[config.mk]
export PLATFORM = sky130hd
export DESIGN_NAME = serial_sub_ctrl
export DESIGN_NICKNAME = d
export VERILOG_FILES = /design/src/rtl/serial_sub_ctrl.sv
export SDC_FILE = /design/constraint.sdc
export NUM_CORES = 1
export LEC_CHECK = 0
export ABC_CLOCK_PERIOD_IN_PS = 2050
export CORE_MARGIN = 2
export CORE_UTILIZATION = 30
export DETAILED_ROUTE_END_ITERATION = 12
export PLACE_DENSITY = 0.54
export SLEW_MARGIN = 20
export SYNTH_ARGS = -nofsm -noshare
export SYNTH_HDL_FRONTEND = slang
export SYNTH_SLANG_ARGS = --single-unit
export TNS_END_PERCENT = 50
[constraint.sdc]
create_clock -name clk -period 2.05 [get_ports clk]
set_input_delay 0.5125 -clock clk [delete_from_list [all_inputs] [get_ports clk]]
set_output_delay 0.5125 -clock clk [all_outputs]
set_load 0.1 [all_outputs]
[src/rtl/serial_sub_ctrl.sv]
// Bit-serial a - b controller: one full-subtractor cell (two half-subtractors
// plus OR of borrows) fed LSB-first from shift registers, with start/busy/done.
module serial_sub_ctrl #(
  parameter int unsigned WIDTH = 8
) (
  input  logic             clk,
  input  logic             rst,
  input  logic             start,
  input  logic [WIDTH-1:0] a,
  input  logic [WIDTH-1:0] b,
  output logic             busy,
  output logic             done,
  output logic [WIDTH-1:0] dif,
  output logic             bor
);

  localparam int unsigned CW = $clog2(WIDTH + 1);

  typedef enum logic [1:0] {
    IDLE = 2'd0,
    RUN  = 2'd1,
    DONE = 2'd2
  } state_e;

  state_e           state_q;
  logic [WIDTH-1:0] sa_q;
  logic [WIDTH-1:0] sb_q;
  logic [WIDTH-1:0] dif_q;
  logic [CW-1:0]    cnt_q;
  logic             brw_q;
  logic             bor_q;
  logic             busy_q;
  logic             done_q;

  logic             d1;
  logic             b1;
  logic             d;
  logic             b2;
  logic             brw_d;
  logic             accept;

  // Shared full-subtractor cell operating on the current LSBs
  assign d1     = sa_q[0] ^ sb_q[0];
  assign b1     = ~sa_q[0] & sb_q[0];
  assign d      = d1 ^ brw_q;
  assign b2     = ~d1 & brw_q;
  assign brw_d  = b1 | b2;
  assign accept = start && ((state_q == IDLE) || (state_q == DONE));

  always_ff @(posedge clk or posedge rst) begin
    if (rst) begin
      state_q <= IDLE;
      sa_q    <= '0;
      sb_q    <= '0;
      dif_q   <= '0;
      cnt_q   <= '0;
      brw_q   <= 1'b0;
      bor_q   <= 1'b0;
      busy_q  <= 1'b0;
      done_q  <= 1'b0;
    end else begin
      done_q <= 1'b0;
      if (accept) begin
        state_q <= RUN;
        busy_q  <= 1'b1;
        sa_q    <= a;
        sb_q    <= b;
        brw_q   <= 1'b0;
        cnt_q   <= '0;
      end else if (state_q == RUN) begin
        brw_q <= brw_d;
        dif_q <= {d, dif_q[WIDTH-1:1]};
        sa_q  <= sa_q >> 1;
        sb_q  <= sb_q >> 1;
        cnt_q <= cnt_q + CW'(1);
        // Last bit: publish the final borrow alongside the completed difference
        if (cnt_q == CW'(WIDTH - 1)) begin
          state_q <= DONE;
          busy_q  <= 1'b0;
          done_q  <= 1'b1;
          bor_q   <= brw_d;
        end
      end else if (state_q == DONE) begin
        state_q <= IDLE;
      end
    end
  end

  assign busy = busy_q;
  assign done = done_q;
  assign dif  = dif_q;
  assign bor  = bor_q;

endmodule

* Word level (Yosys, flattened, before mapping)
Cells that the tools add are included.
Word-level totals: flip-flop bits (word level) 34, input bits 19, output and inout port bits 11, logic and storage cells 50
Operators by class: add/subtract/negate cells 1, equal/unequal tests 4, muxes and demuxes 18, bitwise gates (word level) 8, reductions and logical operators 10
Operators by type and width (count):
- $mux W8 | 4
- $mux W1 | 8
- $mux W2 | 4
- $mux W4 | 2
- $reduce_and A2 Y1 | 3
- $add A4 B1 Y4 const B | 1
- $eq A4 B3 Y1 const B | 1
- $reduce_bool A2 Y1 | 2
- $ne A3 B2 Y1 const B | 1
- $not A1 Y1 | 3
- $reduce_and A3 Y1 | 1
- $reduce_bool A3 Y1 | 1
- $and A1 B1 Y1 | 2
- $eq A2 B1 Y1 const B | 1
- $eq A2 B2 Y1 const B | 1
- $logic_not A2 Y1 | 1
- $xor A1 B1 Y1 | 2
- $logic_and A1 B1 Y1 | 1
- $logic_or A1 B1 Y1 | 1
- $or A1 B1 Y1 | 1

* Longest topological paths before layout
word-level depth 6, depth in mapped cells 5, depth with buffers taken out 4

* Least setup slack after synthesis
No wires, ideal clock.
path type register to output, start register dif_q[1], in the netlist dif[1], end output dif[1], arrival 912 ps, data required time 1537 ps, setup slack 626 ps, cell stages (with the launch flop) 1, cell sequence dfrtp_1
RTL lines:
- start, declared | line 28 | logic [WIDTH-1:0] dif_q;
- start signal, assigned | line 72 | dif_q <= {d, dif_q[WIDTH-1:1]};
- end, declared | line 13 | output logic [WIDTH-1:0] dif,
No word-level cell between the ends.

* Worst setup path in the final report
start input start, end register sb_q[0]
On the way: longest elaborated chain between the ends 2
RTL lines:
- start, declared | line 8 | input logic start,
- $logic_and A1 B1 Y1 (*) | line 48 | assign accept = start && ((state_q == IDLE) || (state_q == DONE));
- $mux W8 or $reduce_bool A2 Y1 (tied branches)
- end signal, assigned | line 74 | sb_q <= sb_q >> 1;
- end, declared | line 27 | logic [WIDTH-1:0] sb_q;
Every way passes the cells marked *; elsewhere a longest branch is shown, timed or not. A chain may end at the register's enable or synchronous reset.

==> impl_metrics.env <==
export IMPL_status="finished, final reports clean"
export IMPL_r2r_slack_ns=0.46
export IMPL_holdBufCountCts=0
export IMPL_slew_viol_final=0
export IMPL_clkSlewWorstSetupHoldPaths_ns=0.06
export IMPL_crit_arrival_ns=1.76
export IMPL_cp_buffers_inverters=1
export IMPL_max_stage_delay_ns=0.49
export IMPL_post_cts_setup_buffers=0
export IMPL_reg2regPathDepth=3
export IMPL_sink_count_of_the_clock_tree=34
export IMPL_final_setup_tns_ns=0
export IMPL_initialDrtViolationCount=77
export IMPL_synthDominantAreaCellType="dfrtp_1"
export IMPL_pin_count_of_the_biggest_net_entering_global_routing=35
export IMPL_ys_seq_elements=34
export IMPL_layout_drive_gt1_share=0.128
export IMPL_detail_route_wl_per_cell_um=13.0
export IMPL_top_area_cell_type_share_of_the_netlist_area=0.588
export IMPL_placementRows=25
export IMPL_post_cts_resized_instances=0
export IMPL_r2r_end="sb_q[0]"
export IMPL_cts_tree="built"
export IMPL_worst_slew_pin_transition_ns=0.710
export IMPL_route_detailed_drc=0
export IMPL_globalRouteMet3Util=0.0370
export IMPL_final_hold_violation_count=0
export IMPL_grt_setup_unrepaired="no"
export IMPL_grt_use_met1=0.153
export IMPL_grt_ovfl_total=0
export IMPL_yosys_warnings=0
export IMPL_clock_root_buffer="clkbuf_8"
export IMPL_power_density_nw_per_um2=1800
export IMPL_antenna_diode_count=0
export IMPL_timing_critical_path_fanout_max=6
export IMPL_cp_endpoint_kind="flop"
export IMPL_via_per_inst=4.88
export IMPL_syn_instance_count=147
export IMPL_worst_endpoint_required_ns=2.21
export IMPL_place_worst_setup_slack_ns=0.168
export IMPL_synthToLayoutAreaGrowth_pct=29.6
export IMPL_yosysUniqueCellTypes=26
export IMPL_max_buffers_root_to_sink=2
export IMPL_finish_instance_area_um2=1880
export IMPL_main_area_contributors_after_synthesis="dfrtp_1 59%, nand2_1 11%, nor2_1 3.6%"
export IMPL_slew_limit_headroom=0.527
export IMPL_place_port_buffers=29
export IMPL_finalPower_mw=3.38
export IMPL_tritoncts_num_buffers=5
export IMPL_drv_max_cap_violation_count=0
export IMPL_die_y_um=73.5
export IMPL_cts_htree_levels=2
export IMPL_leakagePower_nw=0.874
export IMPL_post_dp_cell_area_um2=1800
export IMPL_peak_freq_mhz=624
export IMPL_critical_path_reg2reg_startpoint="state_q[1]"
export IMPL_floorplan_initialDensity=0.309
export IMPL_vias=1138
export IMPL_hold_start="dif[0]"
export IMPL_final_period_utilization=0.782
export IMPL_hold_ws_ns=0.478
export IMPL_fp_coreArea_um2=4690
export IMPL_hold_path_endpoint="dif[0]"
export IMPL_antenna_left=0
export IMPL_path_class="in -> reg"
export IMPL_fp_dieArea_um2=5400
export IMPL_worst_ir_drop_vdd_uv=878
export IMPL_timing_final_ws_setup_ns=0.447
export IMPL_netlist_area_um2=1450
export IMPL_cp_start_kind="primary input"
export IMPL_number_of_top_level_pins=30
export IMPL_route_final_wire_length_um=3020
export IMPL_syn_mean_instance_area_um2=9.85
export IMPL_syn_num_nets=168
export IMPL_share_of_the_yosys_chip_area_belonging_to_registers=0.588
export IMPL_final_setup_skew_ns=0.00289
export IMPL_busiest_metal_layer_after_global_routing="met2"
export IMPL_number_of_antenna_violations_at_the_first_check_in_global_routing=0
export IMPL_min_delay_path_depth=2
export IMPL_globalplace_congestion=0.730
export IMPL_grtUsageTotal=0.124
export IMPL_place_hpwl_um=2100
export IMPL_via_count_of_the_first_global_routing_pass=1114
export IMPL_clock_latency_ns=0.28
export IMPL_min_path_type="reg -> reg"
export IMPL_worst_path_max_delay_cell="clkdlybuf4s50_1"
export IMPL_crit_family="buffers and inverters"
export IMPL_groute_layer_met2_usage=0.198
export IMPL_wire_length_of_the_first_global_routing_pass_um=5050
export IMPL_num_nets_final=200
export IMPL_setup_viol=0
export IMPL_drt_pre_antenna_iters=4
export IMPL_die_width_um=73.5
export IMPL_post_route_min_period_ns=1.60
export IMPL_timing_critical_path_cells="clkdlybuf4s50_1, nor2b_1, nor3_1, a221o_1"
[Yosys cell counts]
library cell  number
and2b_1            1
buf_6              1
mux2i_1            3
a21oi_1            2
a221o_1            1
nor3_1             7
nand2_1           41
o21ai_1            1
nand4_1            1
o22ai_1            6
a22o_1             1
buf_4              2
o21a_1             1
a22oi_1            5
nor2_1            14
nand2b_1           2
nor2b_1            1
fa_1               1
dfrtp_1           34
inv_1              4
ha_1               1
nor3_4             1
nand3_1            6
a31oi_1            2
o2bb2ai_1          1
buf_2              7
[power breakdown]
group	total [mW]	switching, mW	internal, mW
combinational	1.76	1.23	0.540
sequential	1.16	0.203	0.958
clock	0.453	0.219	0.233
[per-layer routing]
layer | part of all wire | vias up
li1 | - | 548
met1 | 0.46 | 556
met2 | 0.47 | 28
met3 | 0.051 | 6
met4 | 0.016 | 0
met5 | 0 | -
[logic make-up after synthesis]
family,share of synthesized area
mux,0.0207
flops,0.588
buf+inv,0.0527
fa+ha+maj,0.0225
simple gates,0.221
compound gates,0.0951
[worst max path at each step]
| stage | startpoint | to | slack [ns] | depth (start not counted) |
|---|---|---|---|---|
| 5_1_grt | state_q[1] | sb_q[0] | 0.32 | 3 |
| 4_1_cts | state_q[1] | sb_q[0] | 0.41 | 3 |
| 6_report | start | sb_q[0] | 0.45 | 4 |
| 3_3_place_gp | start | sb_q[0] | 0.20 | 4 |
| 3_5_place_dp | start | sb_q[7] | 0.17 | 5 |
| 2_1_floorplan | dif[1] | dif[1] | 0.63 | 0 |
[sequential cells by signal (all words and copies together) (netlist names)]
register	flops
done	1
state_q	2
dif	8
busy	1
sb_q	8
bor	1
brw_q	1
sa_q	8
cnt_q	4
[cell usage in the layout, fill, tap and decap left out]
cell / netlist / layout
a21oi_1: 2 / 2
a221o_1: 1 / 1
a22o_1: 1 / 1
a22oi_1: 5 / 5
a31oi_1: 2 / 2
and2b_1: 1 / 1
buf_12: 0 / 3
buf_4: 2 / 14
clkbuf_1: 0 / 2
clkbuf_8: 0 / 5
clkdlybuf4s50_1: 0 / 18
dfrtp_1: 34 / 34
fa_1: 1 / 1
ha_1: 1 / 1
inv_1: 4 / 4
mux2i_1: 3 / 3
nand2_1: 41 / 41
nand2b_1: 2 / 2
nand3_1: 6 / 6
nand4_1: 1 / 1
nor2_1: 14 / 14
nor2b_1: 1 / 1
nor3_1: 7 / 7
nor3_4: 1 / 1
o21a_1: 1 / 1
o21ai_1: 1 / 1
o22ai_1: 6 / 6
o2bb2ai_1: 1 / 1
[cell type report]
type	count	area (um2)
fillers	470	2820
flip-flops and latches	34	851
multi-input cells	99	520
repair buffers	35	345
clock buffers	7	76.3
well taps	54	67.6
inverters	4	15.0
[worst reg2reg max path, cell delays in order, from the launching register on]
cell	delay, ns
dfrtp_1	0.39
and2b_1	0.66
nor3_1	0.14
a221o_1	0.29
[stage by stage]
step	utilization	std cells
floorplan	-	147
global placement	0.383	226
detailed placement	0.383	226
CTS	0.400	233
global route	0.400	233
finish	0.400	233
Power figures use the tool's default switching activity.
